File: src/rtl/sum_unit_pkg.sv
// sum_unit_pkg: shared state encoding and default width for the array-sum kernel
package sum_unit_pkg;
  localparam int DEF_WIDTH = 32;
  typedef enum logic [2:0] {IDLE, ISSUE, WAIT, ACCUM, WRITE_WAIT, WRITE} state_t;
endpackage

File: src/rtl/sum_unit.sv
// sum_unit: sums a signed array over RAM port B and writes the total into a FIFO channel
module sum_unit
  import sum_unit_pkg::*;
#(
  parameter int WIDTH      = DEF_WIDTH,
  parameter int RD_LATENCY = 1
) (
  input  logic                    clk,
  input  logic                    reset,
  input  logic                    sum_req,
  output logic                    sum_busy,
  output logic        [WIDTH-1:0] sum_c_din,
  input  logic        [WIDTH-1:0] sum_c_dout,
  output logic                    sum_c_we,
  output logic                    sum_c_oe,
  input  logic                    sum_c_empty,
  input  logic                    sum_c_full,
  input  logic signed [31:0]      sum_s_length,
  output logic signed [31:0]      sum_s_address_b,
  output logic        [WIDTH-1:0] sum_s_din_b,
  input  logic        [WIDTH-1:0] sum_s_dout_b,
  output logic                    sum_s_we_b,
  output logic                    sum_s_oe_b
);
  state_t state, state_n;
  logic signed [31:0] n, i, addr_q;
  logic [WIDTH-1:0] acc;
  logic [15:0] cnt;
  logic issue;
  logic unused_ok;
  assign unused_ok = ^{sum_c_dout, sum_c_empty};
  assign issue = (state == ISSUE) && (i < n);
  always_ff @(posedge clk or negedge reset) begin
    if (!reset) begin
      state  <= IDLE;
      n      <= '0;
      i      <= '0;
      addr_q <= '0;
      acc    <= '0;
      cnt    <= '0;
    end else begin
      state <= state_n;
      if (state == IDLE && sum_req) begin
        n   <= sum_s_length;
        i   <= '0;
        acc <= '0;
      end
      if (issue) begin
        addr_q <= i;
        cnt    <= 16'(RD_LATENCY);
      end
      if (state == WAIT) cnt <= cnt - 16'd1;
      if (state == ACCUM) begin
        acc <= acc + sum_s_dout_b;
        i   <= i + 1;
      end
    end
  end
  always_comb begin
    state_n = state;
    unique case (state)
      IDLE:       state_n = sum_req ? ISSUE : IDLE;
      ISSUE:      state_n = issue ? WAIT : WRITE_WAIT;
      WAIT:       state_n = (cnt == 16'd1) ? ACCUM : WAIT;
      ACCUM:      state_n = ISSUE;
      WRITE_WAIT: state_n = sum_c_full ? WRITE_WAIT : WRITE;
      WRITE:      state_n = IDLE;
      default:    state_n = IDLE;
    endcase
  end
  // address is live in ISSUE and then held by addr_q until the next element
  assign sum_s_address_b = issue ? i : addr_q;
  assign sum_s_oe_b      = issue || (state == WAIT);
  assign sum_s_we_b      = 1'b0;
  assign sum_s_din_b     = '0;
  assign sum_c_we        = (state == WRITE);
  assign sum_c_din       = (state == WRITE) ? acc : '0;
  assign sum_c_oe        = 1'b0;
  assign sum_busy        = (state != IDLE);
endmodule

File: config.mk
export PLATFORM = sky130hd
export DESIGN_NAME = sum_unit
export DESIGN_NICKNAME = d
export VERILOG_FILES = /design/src/rtl/sum_unit_pkg.sv /design/src/rtl/sum_unit.sv
export SDC_FILE = /design/constraint.sdc
export NUM_CORES = 1
export LEC_CHECK = 0
export CORE_ASPECT_RATIO = 1.1
export CORE_UTILIZATION = 40
export CTS_CLUSTER_SIZE = 30
export DETAILED_ROUTE_END_ITERATION = 6
export GPL_ROUTABILITY_DRIVEN = 0
export PLACE_DENSITY = 0.66
export SLEW_MARGIN = 20
export SYNTH_ARGS = -nofsm -noshare
export SYNTH_HDL_FRONTEND = slang
export SYNTH_SLANG_ARGS = --single-unit
File: constraint.sdc
create_clock -name clk -period 4.3 [get_ports clk]
set_clock_uncertainty 0.05 [all_clocks]
set_input_delay 0.645 -clock clk [delete_from_list [all_inputs] [get_ports clk]]
set_output_delay 0.645 -clock clk [all_outputs]
set_load 0.03 [all_outputs]
After elaboration in Yosys (flattened, before gate mapping)
Index checks and enable logic that the tools add are counted.
{ "classes": {"addsub": 3, "magnitude_cmp": 1, "eq_ne": 6, "mux": 12, "reduce_logical": 7} }
{ "ops": {"columns": ["op", "count"], "rows": [
  ["$mux 32", 5],
  ["$add 32x2->32 const B", 1],
  ["$add 32x32->32", 1],
  ["$lt 32x32->1", 1],
  ["$mux 16", 2],
  ["$eq 16x1->1 const B", 1],
  ["$sub 16x1->16 const B", 1],
  ["$pmux 3 s5", 1],
  ["$eq 3x2->1 const B", 2],
  ["$eq 3x3->1 const B", 2],
  ["$reduce_bool 2->1", 2],
  ["$eq 3x1->1 const B", 1],
  ["$logic_not 3->1", 1],
  ["$mux 1", 3],
  ["$mux 3", 1],
  ["$reduce_bool 3->1", 1],
  ["$logic_and 1x1->1", 2],
  ["$logic_or 1x1->1", 1]
]} }
{ "word_totals": {"ff_bits": 147, "out_inout_bits": 101} }

Longest topological paths before layout
Gate-level depths: netlist (run 1).
{ "logic_depth": {"word_depth": 4, "mapped_depth": 12, "depth_no_buf": 10} }

Worst setup path before layout (run 1)
OpenSTA, ideal clock, no wires.
{ "synth_timing": {"kind": "register -> output", "from": "register i[21]", "to": "output port sum_s_address_b[10]", "arrival_ps": 2716, "required_time_ps": 3605, "setup_slack_ps": 889, "path_stages_with_launch": 12, "path_cell_list": "dfrtp_1 ha_1 a21o_1 a21o_1 a211oi_1 o31a_1 and4b_1 a21boi_1 or4b_1 buf_2 buf_6 mux2_2"} }
{ "synth_via": {"elab_chain_cells": 3} }
{ "synth_lines": {"columns": ["item", "line", "rtl"], "rows": [
  ["start, declared", "sum_unit.sv:26", "logic signed [31:0] n, i, addr_q;"],
  ["start signal, assigned", "sum_unit.sv:55", "i <= i + 1;"],
  ["$lt 32x32->1", "sum_unit.sv:32", "assign issue = (state == ISSUE) && (i < n);"],
  ["$logic_and 1x1->1", "sum_unit.sv:32", null],
  ["$mux 32", "sum_unit.sv:72", "assign sum_s_address_b = issue ? i : addr_q;"],
  ["end, declared", "sum_unit.sv:19", "output logic signed [31:0] sum_s_address_b,"]
]} }
Every way passes these cells.

Worst setup path in the final report (run 1)
{ "layout_timing": {"from": "register i[21]", "to": "output port sum_s_address_b[11]"} }
The elaborated chain is that of the path after synthesis.

==> summary.log, run 1 <==
[outcome] run status finished clean
[critical_path] reg-to-reg critical path endpoint acc[28]
[critical_path] CP dominant cell by count sky130_fd_sc_hd__a21o_1
[synthesis] Post-Synth Simple-Gate Area 16.0%
[power] LEAKAGE 5.04 nW
[synthesis] sequential share of the synthesized area 40.8%
[global_routing] number of global-route vias before repair 7214
[synthesis] Distinct cells, synth 60
[synthesis] adder and majority cell fraction of the synthesized area 9.24%
[finish] total number of nets in the final design 1230
[power] relative contribution of combinational cells to total power 33.1%
[synthesis] fraction of synthesized cell area in xor and xnor cells 2.82%
[clock_tree] Clk Tree Root Cell sky130_fd_sc_hd__clkbuf_16
[synthesis] main combinational cell family by area after synthesis compound AO/OA/AOI/OAI gates
[finish] count of non-filler cells in the finished layout 1371
[die] Die Y 160 um
[sta] Worst Max-Slew Pin Slew 1.06 ns
[global_routing] antenna violations before repair 0
[finish] synthesis-to-finish area growth 23.9%
[power] Clock power frac 31.6%
[placement] count of buffers from port buffering 134
[sta] endpoints failing setup 0
[sta] number of slew-limit violations in the final report 0
[sta] hold slack final 0.256 ns
[finish] fraction of layout instances using a drive strength above 1 15.1%
[critical_path] reg-to-reg startpoint acc[0]
[finish] number of inserted filler cells in the final layout 2102
[power] Pwr per Cell Area 423 nW/um2
[clock_tree] CTS buffer count 17
[global_routing] Remaining Overflow, GRT 0
[die] Floorplan Core Area 22100 um2
[synthesis] Synth Register Bits 147
[critical_path] Req. time, crit path 3.61 ns
[detailed_routing] drt total wl 21300 um
[detailed_routing] antenna violation net count after detailed routing 0
[min_path] kind of path behind the tightest hold check input port to async pin
[sta] final period utilization 96.7%
[critical_path] peak per-stage delay on the critical path 0.53 ns
[synthesis] share of the synthesized area in compound gates (AO/OA/AOI/OAI) 16.0%
[sta] maximum clock rate 0.240 GHz
[global_routing] wire length of the first global-routing pass 35500 um
[clock_tree] clock slew at the register clock pins of the worst setup and hold paths 0.06 ns
[placement] post-placement cell count 1337
[critical_path] Worst setup EP type output port
[critical_path] length in cells of the worst reg-to-reg path 10
[critical_path] worst-case register-to-register setup slack 0.89 ns
[die] area of the die 23200 um2
[synthesis] proportion of synthesized area in mux cells 8.65%
[power] cell internal pwr 0.00309 W
[synthesis] Avg Cell Area, Syn 9.65 um2
[clock_tree] worst-skew pair later-pin latency 0.42 ns
[detailed_routing] wire length per cell after detailed routing 15.6 um
[sta] RSZ-0062 raised after global routing true
[clock_tree] clock tree from TritonCTS done
[sta] total negative slack for setup checks 0 ns
[synthesis] cell accounting for the most synthesized area sky130_fd_sc_hd__dfrtp_1
[detailed_routing] number of DRC markers in iteration 0 291
[sta] Tmin final 4.16 ns
[synthesis] most frequently used cell type in the post-synthesis netlist sky130_fd_sc_hd__dfrtp_1
[clock_tree] maximum buffer depth of the clock tree 2
[detailed_routing] via/cell ratio 5.32
[synthesis] area share of the largest cell type after synthesis 40.8%
[synthesis] proportion of synthesized flip-flops having asynchronous set or reset 100%
[clock_tree] hold_buf cts 0
[sta] final hold viol count 0
[critical_path] crit path max-delay cell type sky130_fd_sc_hd__or4b_4
[power] Net Switching 0.00164 W
[power] switching share of total power 34.6%
[sta] relative max-transition margin 29.4%
[die] number of I/O pins 202
[detailed_routing] total via count after detailed routing 7291
[critical_path] endpoint arrival time on the critical path 3.46 ns
[die] starting density of the core 40.8%
[critical_path] largest driver fanout on the critical path 31
[synthesis] Ys Warns 0
[finish] area of all sequential standard cells 3680 um2
[synthesis] cell types occupying the most area after synthesis sky130_fd_sc_hd__dfrtp_1, sky130_fd_sc_hd__ha_1, sky130_fd_sc_hd__mux2_2
[synthesis] commonest register cell after synthesis sky130_fd_sc_hd__dfrtp_1
[power] share of power burned in registers 35.3%
[detailed_routing] number of DRC violations after detailed routing 0
[global_routing] pin count of the biggest net entering global routing 99
[critical_path] nature of the critical path startpoint register
[synthesis] Synth Instances 935
[synthesis] EDFF count, synth 0
[clock_tree] CTS H-tree depth 4
[power] worst IR drop on VDD 0.276 mV
[critical_path] crit path kind register to output port
[clock_tree] number of clock sinks 147
[die] number of rows in the core area 57
[critical_path] series of cell instances along the critical path ha_1 -> a21o_1 -> a21o_1 -> a211oi_2 -> o31a_1 -> and4b_1 -> a21boi_1 -> or4b_4 -> buf_12 -> mux2_2 -> buf_4
[synthesis] post-synthesis instance area 9020 um2
[synthesis] most frequent cells after synthesis sky130_fd_sc_hd__dfrtp_1, sky130_fd_sc_hd__o21ai_0, sky130_fd_sc_hd__ha_1, sky130_fd_sc_hd__mux2_2, sky130_fd_sc_hd__nand2_1
[placement] detailed placer's ending HPWL 14900 um
[detailed_routing] TritonRoute pass-1 iters 4
[finish] multi-input logic area 4900 um2
[finish] count of inserted antenna diode cells 0
[die] Die Wd 145 um
[global_routing] total routing resource utilization after global routing 19.0%
[run] number of max-cap violations 0
## registers in the layout, summed over array words and instances (netlist names)
name and cells:
addr_q 32, n 32, state 3, cnt 16, acc 32, i 32
## timing repair
item / 4_1_cts / 5_1_grt
setup buffers: 0 / 2
setup endpoints to repair: 32 / 25
resized for setup: 7 / 4
gates cloned: 0 / 0
pin swaps: 2 / 2
endpoints found under the hold margin: 0 / 0
## metal layers
layer	global-route usage (%)	part of all wire, %	wire (um)	vias to the layer above
met4	4.74	1.0	215	0
met1	23.8	45	9690	3551
met5	0	0	0	-
met2	32.6	49	10500	142
met3	4.61	4.3	927	20
li1	-	-	-	3578
## how the worst max path moves through the flow
stage	from	endpoint
after detailed placement	sum_s_dout_b[0]	acc[28]
after floorplan	i[21]	sum_s_address_b[10]
after global routing	i[21]	sum_s_address_b[11]
final	i[21]	sum_s_address_b[11]
after CTS	i[21]	sum_s_address_b[11]
after global placement	sum_s_dout_b[0]	acc[28]
## cells in the final DEF (no fill, tap or decap), types with 7 or more instances in the layout
cell and instances:
sky130_fd_sc_hd__and3_1 7, sky130_fd_sc_hd__nand4_1 16, sky130_fd_sc_hd__dfrtp_1 145, sky130_fd_sc_hd__nand3_1 59, sky130_fd_sc_hd__conb_1 34, sky130_fd_sc_hd__a31oi_1 7, sky130_fd_sc_hd__and2_1 45, sky130_fd_sc_hd__o21bai_1 7
sky130_fd_sc_hd__o21ai_0 70, sky130_fd_sc_hd__nand2_1 62, sky130_fd_sc_hd__xnor2_1 12, sky130_fd_sc_hd__ha_1 65, sky130_fd_sc_hd__a21oi_1 49, sky130_fd_sc_hd__buf_12 8, sky130_fd_sc_hd__nor3_1 13, sky130_fd_sc_hd__mux2_2 64
sky130_fd_sc_hd__o31ai_1 14, sky130_fd_sc_hd__a31o_2 8, sky130_fd_sc_hd__or3_1 11, sky130_fd_sc_hd__clkdlybuf4s50_1 100, sky130_fd_sc_hd__o211ai_1 9, sky130_fd_sc_hd__nor2_1 39, sky130_fd_sc_hd__buf_4 39, sky130_fd_sc_hd__inv_1 42
sky130_fd_sc_hd__a211oi_1 8, sky130_fd_sc_hd__xor2_1 17, sky130_fd_sc_hd__a21o_1 19, sky130_fd_sc_hd__clkbuf_16 17
## per-stage QoR
step | instance area [um2] | utilization, % | total power [W] | setup slack (ns)
after floorplan | 9150 | - | 0.00288 | 0.889
after detailed placement | 10500 | 47.6 | 0.00324 | 0.252
final | 11200 | 50.6 | 0.00473 | 0.141
after CTS | 11200 | 50.4 | 0.00477 | 0.0875
after global placement | 10500 | 47.6 | 0.00322 | 0.262
after global routing | 11200 | 50.6 | 0.00505 | -0.00847
## critical path, delay by kind of cell, from the launching register on
kind	cells	cell delay (ns)
buffers and inverters	2	0.37
muxes	1	0.31
adders and majority gates	1	0.31
DFF	1	0.38
AOI/OAI and AO/OA	5	0.92
and+or+nand+nor	2	0.73
## power groups by stage
stage                     combinational (W)  clock [W]  sequential (W)
after floorplan                     0.00123          0         0.00164
after global placement              0.00154          0         0.00169
after detailed placement            0.00156          0         0.00169
after CTS                           0.00156    0.00153         0.00167
after global routing                0.00176    0.00159         0.00169
final                               0.00157    0.00150         0.00167
## cell type report
| cell class | instances | share of cell area (%) |
|---|---|---|
| Timing Repair Buffer | 149 | 13.2 |
| Tap cell | 295 | 3.30 |
| Sequential cell | 147 | 32.9 |
| Inverter | 42 | 1.41 |
| Multi-Input combinational cell | 706 | 43.8 |
| Clock inverter | 14 | 1.38 |
| Clock buffer | 18 | 3.93 |
## logic make-up (layout without fill, tap and decap cells)
group | after synthesis | after routing
multiplexers | 70 | 70
adder cells (fa/ha/maj) | 66 | 66
XOR/XNOR | 29 | 29
other | 1 | 34
AO/OA/AOI/OAI | 227 | 227
flip-flops | 147 | 147
buffers and inverters | 115 | 223
AND/OR/NAND/NOR | 280 | 280
Note: power is estimated with default switching activity, not from simulation.
==> inputs of run 2 (changes only) <==
==> constraint.sdc (replaced) <==
create_clock -name clk -period 5 [get_ports clk]
set_clock_uncertainty 0.05 [all_clocks]
set_input_delay 0.75 -clock clk [delete_from_list [all_inputs] [get_ports clk]]
set_output_delay 0.75 -clock clk [all_outputs]
set_load 0.03 [all_outputs]
==> run 2 against run 1 <==
Combinational power shrank 14%. Cell count is 0.58% lower. Register-to-register slack better by 0.61 ns. Largest power group unchanged. Highest routed layer unchanged.
==> summary.log, run 2 (same netlist as run 1, synthesis figures left out) <==
[outcome] run status finished clean
[sta] Worst Max-Slew Pin Slew 1.07 ns [+0.0165 ns]
[die] number of rows in the core area 57 [unchanged]
[detailed_routing] number of DRC violations after detailed routing 0 [unchanged]
[critical_path] endpoint arrival time on the critical path 3.91 ns [+0.45 ns]
[sta] RSZ-0062 raised after global routing false
[critical_path] reg-to-reg critical path endpoint acc[28]
[power] relative contribution of combinational cells to total power 33.2% [about the same]
[run] number of max-cap violations 0 [unchanged]
[detailed_routing] wire length per cell after detailed routing 15.6 um [+0.41%]
[clock_tree] clock slew at the register clock pins of the worst setup and hold paths 0.06 ns [about the same]
[clock_tree] number of clock sinks 147 [unchanged]
[power] Pwr per Cell Area 364 nW/um2 [-14%]
[sta] endpoints failing setup 0 [unchanged]
[sta] maximum clock rate 0.213 GHz
[power] switching share of total power 33.7% [-0.94 points]
[critical_path] Worst setup EP type output port
[power] share of power burned in registers 35.4% [about the same]
[finish] count of non-filler cells in the finished layout 1363 [-0.58%]
[critical_path] Req. time, crit path 4.20 ns [+0.59 ns]
[sta] number of slew-limit violations in the final report 0 [unchanged]
[detailed_routing] via/cell ratio 5.32 [about the same]
[detailed_routing] antenna violation net count after detailed routing 0 [unchanged]
[global_routing] number of global-route vias before repair 6975 [-3.3%]
[sta] Tmin final 4.71 ns
[sta] relative max-transition margin 28.4% [-1.0 points]
[clock_tree] worst-skew pair later-pin latency 0.42 ns [about the same]
[clock_tree] maximum buffer depth of the clock tree 2 [unchanged]
[finish] count of inserted antenna diode cells 0 [unchanged]
[global_routing] wire length of the first global-routing pass 35200 um [-0.99%]
[critical_path] crit path kind register to output port
[detailed_routing] number of DRC markers in iteration 0 269 [-7.6%]
[power] Clock power frac 31.4% [-0.2 points]
[die] Die Wd 145 um [unchanged]
[sta] total negative slack for setup checks 0 ns [unchanged]
[finish] synthesis-to-finish area growth 23.5%
[die] area of the die 23200 um2 [unchanged]
[placement] count of buffers from port buffering 134 [unchanged]
[clock_tree] CTS H-tree depth 4 [unchanged]
[die] number of I/O pins 202 [unchanged]
[finish] total number of nets in the final design 1224 [-0.49%]
[power] Net Switching 0.00137 W [-17%]
[power] cell internal pwr 0.00269 W [-13%]
[clock_tree] CTS buffer count 17 [unchanged]
[die] starting density of the core 40.8% [unchanged]
[clock_tree] total setup buffers inserted after CTS 0 [unchanged]
[placement] detailed placer's ending HPWL 14700 um [-1.1%]
[critical_path] nature of the critical path startpoint register
[finish] leading cell type in the layout, fill and taps excluded sky130_fd_sc_hd__dfrtp_1
[die] Die Y 160 um [unchanged]
[detailed_routing] TritonRoute pass-1 iters 5 [+1]
[critical_path] worst-case register-to-register setup slack 1.50 ns [+0.61 ns]
[finish] commonest cells after routing, fill and taps aside sky130_fd_sc_hd__dfrtp_1, sky130_fd_sc_hd__clkdlybuf4s50_1, sky130_fd_sc_hd__o21ai_0
[power] total design power 0.00406 W [-14%]
[power] worst IR drop on VDD 0.212 mV [-23%]
[global_routing] Remaining Overflow, GRT 0 [unchanged]
[clock_tree] Resize count post-CTS 6 [-1]
[clock_tree] Clk Tree Root Cell sky130_fd_sc_hd__clkbuf_16
[die] Floorplan Core Area 22100 um2 [unchanged]
[detailed_routing] drt total wl 21300 um [-0.18%]
[sta] final period utilization 94.1%
[finish] fraction of layout instances using a drive strength above 1 10.9% [-4.2 points]
[sta] final hold viol count 0 [unchanged]
[min_path] kind of path behind the tightest hold check input port to async pin
[critical_path] reg-to-reg startpoint acc[0]
[power] LEAKAGE 5.19 nW [+2.9%]
[clock_tree] hold_buf cts 0 [unchanged]
[clock_tree] clock tree from TritonCTS done
[critical_path] largest driver fanout on the critical path 31 [unchanged]
[global_routing] total routing resource utilization after global routing 18.8% [-0.16 points]
[global_routing] pin count of the biggest net entering global routing 82 [-17%]
[detailed_routing] total via count after detailed routing 7250 [-0.56%]
[global_routing] antenna violations before repair 0 [unchanged]
[critical_path] length in cells of the worst reg-to-reg path 10 [unchanged]
[placement] post-placement cell count 1333 [-0.30%]
==> run 2: changes by cell type in the layout (fill, tap and decap cells not counted), sizes merged <==
cell,before,now
dlygate4sd2,0,6
clkinvlp,5,3
clkbuf,18,22
inv,45,43
dlymetal6s2s,0,27
buf,49,10
clkinv,4,2
==> run 2: power by group through the flow <==
stage          Clock (W)  Sequential, W  Combinational, W
2_1_floorplan          0        0.00141           0.00106
3_3_place_gp           0        0.00145           0.00132
3_5_place_dp           0        0.00145           0.00134
4_1_cts          0.00131        0.00144           0.00135
5_1_grt          0.00136        0.00146           0.00152
6_report         0.00127        0.00144           0.00135
==> run 2: metrics by stage <==
step	hold slack, ns	instance area [um2]	util, %	worst slack (ns)
6_report	0.257	11100	50.4	0.294
5_1_grt	0.309	11100	50.4	0.0698
4_1_cts	0.282	11100	50.1	0.000271
3_5_place_dp	0.432	10500	47.5	0.433
3_3_place_gp	0.429	10500	47.5	0.471
2_1_floorplan	0.404	9150	-	1.48
==> run 2: how the worst max path moves through the flow <==
stage / startpoint / to / slack [ns]
after floorplan: i[21] / sum_s_address_b[10] / 1.48
after global placement: i[13] / sum_s_address_b[0] / 0.47
after detailed placement: i[27] / sum_s_address_b[0] / 0.43
after CTS: i[27] / sum_s_address_b[3] / 0.0003
after global routing: i[27] / sum_s_address_b[0] / 0.07
final: i[27] / sum_s_address_b[0] / 0.29
==> run 2: area by class of cell <==
cell class,count,area [um2]
Fill cell,2019,11000
Multi-Input combinational cell,706,4880
Sequential cell,147,3680
Timing Repair Buffer,143,1470
Clock buffer,22,484
Tap cell,295,369
Inverter,42,158
Clock inverter,8,101
==> run 2: metal layers <==
layer | global-route usage, % | wire [um] | share of wire (%) | vias to the layer above
met2 | 31.3 | 10300 | 48 | 179
met4 | 5.12 | 289 | 1.4 | 0
met5 | 0 | 0 | 0 | -
met1 | 24.7 | 9710 | 46 | 3497
met3 | 4.01 | 1030 | 4.8 | 23
li1 | - | - | - | 3551
==> run 2: critical path: stages (launching register included) <==
cell,delay (ns)
sky130_fd_sc_hd__dfrtp_1,0.44
sky130_fd_sc_hd__ha_1,0.35
sky130_fd_sc_hd__a21oi_1,0.15
sky130_fd_sc_hd__o21ai_0,0.13
sky130_fd_sc_hd__a211oi_1,0.27
sky130_fd_sc_hd__o31a_1,0.22
sky130_fd_sc_hd__and4b_1,0.21
sky130_fd_sc_hd__a21boi_1,0.09
sky130_fd_sc_hd__or4b_2,0.64
sky130_fd_sc_hd__buf_4,0.27
sky130_fd_sc_hd__mux2_2,0.27
sky130_fd_sc_hd__dlygate4sd2_1,0.42
==> inputs of run 3 (changes only) <==
--- a/config.mk
+++ b/config.mk
@@ -11,6 +11,7 @@
 export DETAILED_ROUTE_END_ITERATION = 6
 export GPL_ROUTABILITY_DRIVEN = 0
 export PLACE_DENSITY = 0.66
+export SKIP_CTS_REPAIR_TIMING = 1
 export SLEW_MARGIN = 20
 export SYNTH_ARGS = -nofsm -noshare
 export SYNTH_HDL_FRONTEND = slang
==> constraint.sdc (replaced) <==
create_clock -name clk -period 5.5 [get_ports clk]
set_clock_uncertainty 0.05 [all_clocks]
set_input_delay 0.825 -clock clk [delete_from_list [all_inputs] [get_ports clk]]
set_output_delay 0.825 -clock clk [all_outputs]
set_load 0.03 [all_outputs]
==> run 3 against run 2 <==
Total power decreased by 8.9%. Wire length decreased by 2.7%. Sequential share of layout area increased by 0.16 points. Hold slack got worse by 0.034 ns. Critical path depth unchanged. Final area decreased by 0.47%. Global-route usage decreased by 0.21 points. Setup slack improved by 0.090 ns. Critical path type unchanged. Largest cell class unchanged.
==> summary.log, run 3 (same netlist as run 1, synthesis figures left out) <==
[clock_tree] CTS buffer count 17 [unchanged]
[sta] number of slew-limit violations in the final report 0 [unchanged]
[sta] RSZ-0062 raised after global routing false
[sta] total negative slack for setup checks 0 ns [unchanged]
[run] number of max-cap violations 0 [unchanged]
[die] starting density of the core 40.8% [unchanged]
[clock_tree] maximum buffer depth of the clock tree 2 [unchanged]
[detailed_routing] via/cell ratio 5.23 [-1.6%]
[sta] final period utilization 93.0%
[critical_path] largest driver fanout on the critical path 31 [unchanged]
[min_path] kind of path behind the tightest hold check input port to async pin
[critical_path] Worst setup EP type output port
[finish] post-route standard cell area excluding fillers 11100 um2 [-0.47%]
[die] Die Y 160 um [unchanged]
[global_routing] total routing resource utilization after global routing 18.6% [-0.21 points]
[placement] count of buffers from port buffering 134 [unchanged]
[die] area of the die 23200 um2 [unchanged]
[die] Floorplan Core Area 22100 um2 [unchanged]
[outcome] run status finished clean
[detailed_routing] total via count after detailed routing 7144 [-1.5%]
[global_routing] pin count of the biggest net entering global routing 62 [-24%]
[clock_tree] clock slew at the register clock pins of the worst setup and hold paths 0.06 ns [about the same]
[finish] synthesis-to-finish area growth 23.0%
[detailed_routing] number of DRC markers in iteration 0 292 [+8.6%]
[placement] detailed placer's ending HPWL 14700 um [about the same]
[finish] leading cell type in the layout, fill and taps excluded sky130_fd_sc_hd__dfrtp_1
[global_routing] Remaining Overflow, GRT 0 [unchanged]
[power] worst IR drop on VDD 0.213 mV [+0.36%]
[die] number of I/O pins 202 [unchanged]
[sta] endpoints failing setup 0 [unchanged]
[global_routing] number of global-route vias before repair 7034 [+0.85%]
[finish] total number of nets in the final design 1224 [unchanged]
[global_routing] wire length of the first global-routing pass 34600 um [-1.6%]
[finish] commonest cells after routing, fill and taps aside sky130_fd_sc_hd__dfrtp_1, sky130_fd_sc_hd__clkdlybuf4s50_1, sky130_fd_sc_hd__o21ai_0
[critical_path] endpoint arrival time on the critical path 4.24 ns [+0.33 ns]
[clock_tree] Clk Tree Root Cell sky130_fd_sc_hd__clkbuf_16
[power] LEAKAGE 4.93 nW [-4.9%]
[clock_tree] worst-skew pair later-pin latency 0.43 ns [about the same]
[detailed_routing] antenna violation net count after detailed routing 0 [unchanged]
[sta] Worst Max-Slew Pin Slew 0.812 ns [-0.262 ns]
[critical_path] crit path kind register to output port
[detailed_routing] TritonRoute pass-1 iters 4 [-1]
[finish] area of all sequential standard cells 3680 um2 [unchanged]
[detailed_routing] number of DRC violations after detailed routing 0 [unchanged]
[die] Die Wd 145 um [unchanged]
[sta] relative max-transition margin 45.8% [+17 points]
[sta] Tmin final 5.12 ns
[power] Pwr per Cell Area 333 nW/um2 [-8.5%]
[detailed_routing] met3 routed WL 878 um [-15%]
[detailed_routing] drt total wl 20700 um [-2.7%]
[critical_path] Req. time, crit path 4.62 ns [+0.42 ns]
[detailed_routing] top layer reached by signal wires met4
[die] number of rows in the core area 57 [unchanged]
[detailed_routing] wire length the detailed router placed on met1 9720 um [+0.14%]
[detailed_routing] wire length per cell after detailed routing 15.2 um [-2.9%]
[finish] fraction of layout instances using a drive strength above 1 11.0% [+0.17 points]
[finish] count of inserted antenna diode cells 0 [unchanged]
[finish] multi-input logic area 4880 um2 [unchanged]
[sta] maximum clock rate 0.195 GHz
[sta] final hold viol count 0 [unchanged]
[critical_path] nature of the critical path startpoint register
[finish] number of inserted filler cells in the final layout 2069 [+2.5%]
[clock_tree] number of clock sinks 147 [unchanged]
[clock_tree] clock tree from TritonCTS done
[placement] standard cell area after detailed placement 10500 um2 [unchanged]
[detailed_routing] sum of met2 wire segment lengths after detailed routing 9920 um [-3.3%]
[clock_tree] CTS H-tree depth 4 [unchanged]
[global_routing] antenna violations before repair 1 [+1]
==> run 3: worst max-delay path, cell delays in order, from the launching register on <==
cell and delay, ns:
sky130_fd_sc_hd__dfrtp_1 0.48, sky130_fd_sc_hd__ha_1 0.36, sky130_fd_sc_hd__a21o_1 0.18, sky130_fd_sc_hd__a21o_1 0.17
sky130_fd_sc_hd__a211oi_1 0.22, sky130_fd_sc_hd__o31a_1 0.22, sky130_fd_sc_hd__and4b_1 0.21, sky130_fd_sc_hd__a21boi_1 0.09
sky130_fd_sc_hd__or4b_2 0.64, sky130_fd_sc_hd__buf_4 0.27, sky130_fd_sc_hd__mux2_2 0.27, sky130_fd_sc_hd__clkdlybuf4s50_1 0.70
==> run 3: final timing paths <==
kind                             from                 end  slack, ns  cells past startpoint
setup reg to reg               acc[0]             acc[28]       1.98                     10
setup / recovery                i[21]  sum_s_address_b[0]       0.38                     11
hold / removal                  reset                n[7]       0.22                      1
min in group clk           addr_q[21]          addr_q[21]       0.44                      1
hold reg to reg            addr_q[21]          addr_q[21]       0.44                      1
max in group asynchronous       reset             acc[26]       4.05                      2
==> run 3: through the flow <==
stage	total power [W]	hold WS [ns]	setup slack [ns]	instances	utilization [%]
floorplan	0.00225	0.416	1.91	968	-
global placement	0.00252	0.428	0.783	1333	47.5
detailed placement	0.00253	0.432	0.784	1333	47.5
CTS	0.00372	0.216	0.323	1365	50.2
global route	0.00395	0.230	0.130	1365	50.2
finish	0.00369	0.224	0.384	1365	50.2
==> run 3: metal layers <==
layer / vias up / GRT usage [%]
met4: 0 / 4.83
met2: 135 / 30.8
met1: 3437 / 24.3
met3: 16 / 4.44
li1: 3556 / -
met5: - / 0
==> run 3: layout make-up <==
| class | count | area share (%) |
|---|---|---|
| Clock buffer | 19 | 3.99 |
| Inverter | 42 | 1.42 |
| Clock inverter | 13 | 1.35 |
| Tap cell | 295 | 3.33 |
| Timing Repair Buffer | 143 | 12.7 |
| Sequential cell | 147 | 33.2 |
| Multi-Input combinational cell | 706 | 44.0 |
==> run 3: where the power goes <==
group | leakage (nW) | total [W] | internal [W] | switching (W)
Clock | 0.279 | 0.00117 | 0.000688 | 0.000482
Sequential | 1.81 | 0.00130 | 0.00120 | 0.000102
Combinational | 2.84 | 0.00122 | 0.000532 | 0.000689
Total | 4.93 | 0.00369 | 0.00242 | 0.00127
